<file path="config.mk">
export PLATFORM = sky130hd
export DESIGN_NAME = uart_rx_bit_sample
export DESIGN_NICKNAME = d
export VERILOG_FILES = /design/src/rtl/uart_pkg.sv /design/src/rtl/uart_sync2.sv /design/src/rtl/uart_rx_bit_sample.sv
export SDC_FILE = /design/constraint.sdc
export NUM_CORES = 1
export LEC_CHECK = 0
export CORE_UTILIZATION = 32
export DETAILED_ROUTE_END_ITERATION = 12
export GPL_TIMING_DRIVEN = 0
export PLACE_DENSITY_LB_ADDON = 0.1
export SLEW_MARGIN = 5
export SYNTH_ARGS = -nofsm -noshare
export SYNTH_HDL_FRONTEND = slang
export SYNTH_SLANG_ARGS = --single-unit
</file>
<file path="constraint.sdc">
create_clock -name clk -period 1.75 [get_ports clk]
set_input_delay 0.4375 -clock clk [delete_from_list [all_inputs] [get_ports clk]]
set_output_delay 0.4375 -clock clk [all_outputs]
set_load 0.01 [all_outputs]
</file>
<file path="src/rtl/uart_pkg.sv">
// Shared UART definitions used by the RX framing engine and the TX FSM.
//   - uart_state_e   : frame state encoding (IDLE, START, DATA, STOP)
//   - OVERSAMPLE_DEF : default counter_tick pulses per bit period
//   - DATA_BITS_DEF  : default data bits per frame
//   - START_BIT / STOP_BIT : serial line levels of the framing bits
package uart_pkg;

  localparam int unsigned OVERSAMPLE_DEF = 16;
  localparam int unsigned DATA_BITS_DEF  = 8;

  localparam logic START_BIT = 1'b0;
  localparam logic STOP_BIT  = 1'b1;

  typedef enum logic [1:0] {
    IDLE  = 2'd0,
    START = 2'd1,
    DATA  = 2'd2,
    STOP  = 2'd3
  } uart_state_e;

endpackage

</file>
<file path="src/rtl/uart_sync2.sv">
// Two-flop synchronizer for a single asynchronous input.
// Ports:
//   clk      : destination clock
//   areset_n : asynchronous active-low reset; both flops load RESET_VAL
//   d        : asynchronous input
//   q        : synchronized output (2 clk latency)
module uart_sync2 #(
  parameter logic RESET_VAL = 1'b0
) (
  input  logic clk,
  input  logic areset_n,
  input  logic d,
  output logic q
);

  logic meta_q;
  logic sync_q;

  always_ff @(posedge clk or negedge areset_n) begin
    if (!areset_n) begin
      meta_q <= RESET_VAL;
      sync_q <= RESET_VAL;
    end else begin
      meta_q <= d;
      sync_q <= meta_q;
    end
  end

  assign q = sync_q;

endmodule

</file>
<file path="src/rtl/uart_rx_bit_sample.sv">
// UART receive framing engine. Qualifies the start bit at mid-bit, samples
// each data bit (LSB first) at mid-bit, checks the stop bit and presents the
// assembled byte with a one-cycle strobe.
// Ports:
//   clk          : system clock
//   areset_n     : asynchronous active-low reset
//   rx           : asynchronous serial line, idle high
//   counter_tick : single-cycle pulse at OVERSAMPLE x baud
//   rx_data      : last received byte, held until the next frame completes
//   rx_valid     : one-cycle strobe, rx_data updated
//   frame_err    : one-cycle strobe with rx_valid, stop bit sampled low
//   busy         : high whenever the FSM is not IDLE
module uart_rx_bit_sample
  import uart_pkg::*;
#(
  parameter int unsigned DATA_BITS  = DATA_BITS_DEF,
  parameter int unsigned OVERSAMPLE = OVERSAMPLE_DEF
) (
  input  logic                 clk,
  input  logic                 areset_n,
  input  logic                 rx,
  input  logic                 counter_tick,
  output logic [DATA_BITS-1:0] rx_data,
  output logic                 rx_valid,
  output logic                 frame_err,
  output logic                 busy
);

  localparam int unsigned SW = (OVERSAMPLE > 1) ? $clog2(OVERSAMPLE) : 1;
  localparam int unsigned NW = (DATA_BITS > 1)  ? $clog2(DATA_BITS)  : 1;

  localparam logic [SW-1:0] S_HALF = SW'(OVERSAMPLE / 2 - 1);
  localparam logic [SW-1:0] S_FULL = SW'(OVERSAMPLE - 1);
  localparam logic [NW-1:0] N_LAST = NW'(DATA_BITS - 1);

  logic rx_s;

  uart_sync2 #(.RESET_VAL(1'b1)) u_rx_sync (
    .clk      (clk),
    .areset_n (areset_n),
    .d        (rx),
    .q        (rx_s)
  );

  uart_state_e          state_q,     state_d;
  logic [SW-1:0]        s_q,         s_d;
  logic [NW-1:0]        n_q,         n_d;
  logic [DATA_BITS-1:0] shift_q,     shift_d;
  logic [DATA_BITS-1:0] rx_data_q,   rx_data_d;
  logic                 rx_valid_q,  rx_valid_d;
  logic                 frame_err_q, frame_err_d;

  // Shift right with the new bit entering at the MSB; written through a
  // widened vector so a single-bit frame needs no special case.
  logic [DATA_BITS:0] shift_in;
  assign shift_in = {rx_s, shift_q};

  always_ff @(posedge clk or negedge areset_n) begin
    if (!areset_n) begin
      state_q     <= IDLE;
      s_q         <= '0;
      n_q         <= '0;
      shift_q     <= '0;
      rx_data_q   <= '0;
      rx_valid_q  <= 1'b0;
      frame_err_q <= 1'b0;
    end else begin
      state_q     <= state_d;
      s_q         <= s_d;
      n_q         <= n_d;
      shift_q     <= shift_d;
      rx_data_q   <= rx_data_d;
      rx_valid_q  <= rx_valid_d;
      frame_err_q <= frame_err_d;
    end
  end

  always_comb begin
    state_d     = state_q;
    s_d         = s_q;
    n_d         = n_q;
    shift_d     = shift_q;
    rx_data_d   = rx_data_q;
    rx_valid_d  = 1'b0;
    frame_err_d = 1'b0;

    unique case (state_q)
      IDLE: begin
        // Falling edge is acted on every clk, not only on ticks.
        if (rx_s == START_BIT) begin
          s_d     = '0;
          state_d = START;
        end
      end

      START: begin
        if (counter_tick) begin
          if (s_q == S_HALF) begin
            if (rx_s == START_BIT) begin
              s_d     = '0;
              n_d     = '0;
              state_d = DATA;
            end else begin
              state_d = IDLE;
            end
          end else begin
            s_d = s_q + 1'b1;
          end
        end
      end

      DATA: begin
        if (counter_tick) begin
          if (s_q == S_FULL) begin
            s_d     = '0;
            shift_d = shift_in[DATA_BITS:1];
            if (n_q == N_LAST) begin
              state_d = STOP;
            end else begin
              n_d = n_q + 1'b1;
            end
          end else begin
            s_d = s_q + 1'b1;
          end
        end
      end

      STOP: begin
        if (counter_tick) begin
          if (s_q == S_FULL) begin
            // Leaving at stop mid-bit so a back-to-back start edge is seen.
            rx_data_d   = shift_q;
            rx_valid_d  = 1'b1;
            frame_err_d = (rx_s != STOP_BIT);
            state_d     = IDLE;
          end else begin
            s_d = s_q + 1'b1;
          end
        end
      end

      default: begin
        state_d = IDLE;
      end
    endcase
  end

  assign rx_data   = rx_data_q;
  assign rx_valid  = rx_valid_q;
  assign frame_err = frame_err_q;
  assign busy      = (state_q != IDLE);

endmodule

</file>
==> flow_summary.toml <==
[run_status]
outcome = "finished clean"

[sta]
max_freq_ghz = 0.592
hold_violations = 0
finalSetupViolations = 0
period_share_pct = 96.5
worst_slew_pin_slew_ps = 660
finalCriticalPeriod_ps = 1690
setup_tns_ps = 0
timing.slew.headroom_pct = 56.0
drv_slew = 0
skew_ps = 5.29

[setup_path]
cp_top_family = "compound AO/OA/AOI/OAI gates"
path_cells = "ha_4 -> nand3b_1 -> a32o_2 -> a221o_1 -> a22o_1"
rr_endpoint = "s_q[3]"
path_class = "register to register"
required_ps = 1910
cp_max_fo = 6
critical_path_arrival_ps = 1850
cp_slowest_stage_delay_ps = 410
critical_path.endpoint_type = "register"
crit_buf_inv = 0
rr_startpoint = "s_q[0]"
rrSetupSlack_ps = 60
cp-start-kind = "register"
rr_worst_depth = 5
slowest_stage = "dfrtp_1"

[pwr]
p_leak_nw = 0.768
vdd_drop_max_v = 0.000556
p_per_area_nw_per_um2 = 1150

[synth]
syn_area_per_cell_um2 = 13.1
ys_top_cells_by_area = "dfrtp_1 (52%), mux2_2 (15%), dfstp_2 (4.0%)"
syn_nets = 107
synth_top_cell_by_area = "dfrtp_1"
synth_edf_count = 0
yosysMostFrequentCell = "dfrtp_1"
yosysTopAreaCellShare_pct = 51.7
yosysSeqAreaShare_pct = 55.7
synth_common_cells = "dfrtp_1 (27), mux2_2 (17), o21ai_0 (5)"
ys_ff_latch = 29
yosys_warnings = 0
synthArstFlopShare_pct = 100
synth_ff_type = "dfrtp_1"
netlist_area_um2 = 1310
synth_cells = 100
synth.distinct_cells = 34

[global_route]
antenna_found_initial = 0
grt.overflow.total = 0
grt_pass1_vias = 851
gr-usage-all-layers_pct = 13.4
grt_max_degree = 30
grt_pass1_wl_um = 4190

[clocking]
cts_hold_buf = 0
cts_tree = "done"
worstSkewPairLatency_ps = 270
cts.sinks = 29
path_clk_slew_ps = 60
cts_inserted_buffers = 5
clockBufferDepth = 2
clockRootBuffer = "clkbuf_8"
h-tree-depth = 2

[drt]
drtAntennaViolNets = 0
first_pass_iters = 5
drc = 0
wire_per_inst_um = 14.0
drtIter0Drc = 74
via_per_inst = 4.99
vias = 874
drt-total-wl_um = 2450

[place]
dp_hpwl_um = 1560
gp_congestion = 0.732
dpl.cell_count = 161
port_buffers = 13

[floorplanning]
num_rows = 22
die_width_um = 65.9
start_util_pct = 34.4
pin_count = 15
core-area_um2 = 3800
fp.dieH_um = 65.9
dieArea_um2 = 4340

[finish]
syn_to_final_growth_pct = 29.2
final_cells = 175
final_nets = 134
insertedDiodeCount = 0
drive_above_1_share_pct = 39.4
final_util_pct = 44.4

[worst_hold_path]
holdCritPathClass = "input port to async pin"

[flow_run]
drv_cap = 0
==> how the worst max path moves through the flow <==
stage | startpoint | end | slack (ps) | cells past startpoint
after global routing | n_q[1] | n_q[2] | -5 | 6
after floorplan | n_q[0] | n_q[1] | 70 | 6
final | s_q[0] | s_q[3] | 60 | 5
after global placement | areset_n | rx_data[5] | -290 | 1
after detailed placement | s_q[0] | shift_q[5] | -150 | 4
after CTS | n_q[0] | n_q[2] | 9 | 6
==> flip-flops by register name, indices dropped and copies added (netlist names), named ones only <==
name and count:
rx_data 8, u_rx_sync.q 1, u_rx_sync.meta_q 1, rx_valid 1
frame_err 1, state_q 1, shift_q 8, n_q 3
s_q 4
==> stage by stage <==
stage | setup WS (ps) | hold WS (ps) | cell area (µm²) | total power [mW]
floorplan | 65.2 | 142 | 1310 | 1.20
global placement | -294 | 348 | 1500 | 1.30
detailed placement | -145 | 347 | 1490 | 1.32
CTS | 9.32 | 212 | 1640 | 1.90
global route | -5.05 | 247 | 1690 | 2.07
finish | 60.5 | 196 | 1690 | 1.95
==> power breakdown <==
part	total (mW)	switching, mW	leakage, nW	internal, mW
logic	0.610	0.312	0.342	0.298
registers	0.801	0.0629	0.382	0.738
clock network	0.537	0.226	0.0443	0.311
total	1.95	0.602	0.768	1.35
==> worst register-to-register path, stage by stage (launching register included) <==
cell and delay [ps]:
dfrtp_1 410, ha_4 200, nand3b_1 150, a32o_2 330, a221o_1 330, a22o_1 180
==> final cells by class <==
class                   instances  area, µm²
well taps                      48       60.1
plain buffers                   4       25.0
flip-flops and latches         29        728
inverters                       3       11.3
repair buffers                 20        185
fillers                       365       2110
multi-input cells              64        592
clock buffers                   7       86.3
==> kinds of logic after synthesis <==
group	count (synthesis)	synth area share (%)
adders and majority gates	3	2.87
AOI/OAI and AO/OA	20	11.8
and+or+nand+nor	22	11.2
xor gates and xnor gates	1	0.671
buffers and inverters	7	2.30
DFF	29	55.7
muxes	18	15.4
==> per-layer routing <==
layer	part of all wire, %	vias to the layer above	global-route usage (%)
met5	0	-	0
met4	1.1	0	5.71
met3	3.5	4	4.66
met2	45	18	18.4
met1	51	429	18.9
li1	-	423	-
==> cells in the final DEF (no fill, tap or decap), drive strengths merged <==
cell / count
nor2b: 1
nor4: 1
a31oi: 1
nand3b: 1
a22o: 5
a21oi: 1
a32o: 1
o22ai: 1
nand2: 4
o22a: 1
o21ai: 5
clkbuf: 8
buf: 12
a21o: 2
and2: 2
nor3b: 3
a221oi: 1
nor3: 2
mux2i: 1
ha: 3
a221o: 2
nor2: 4
nand3: 2
xor2: 1
clkdlybuf4s50: 11
or2: 1
mux2: 17
nand4: 1
dfstp: 2
inv: 3
dfrtp: 27
==> what timing repair did <==
| item | in CTS | in global routing |
|---|---|---|
| setup endpoints to repair | 21 | 13 |
| pin swaps | 2 | 5 |
| resized for setup | 10 | 6 |
| hold endpoints to repair | 0 | 0 |
| setup buffers | 3 | 4 |
No activity file was read; power rests on OpenSTA's default activity.
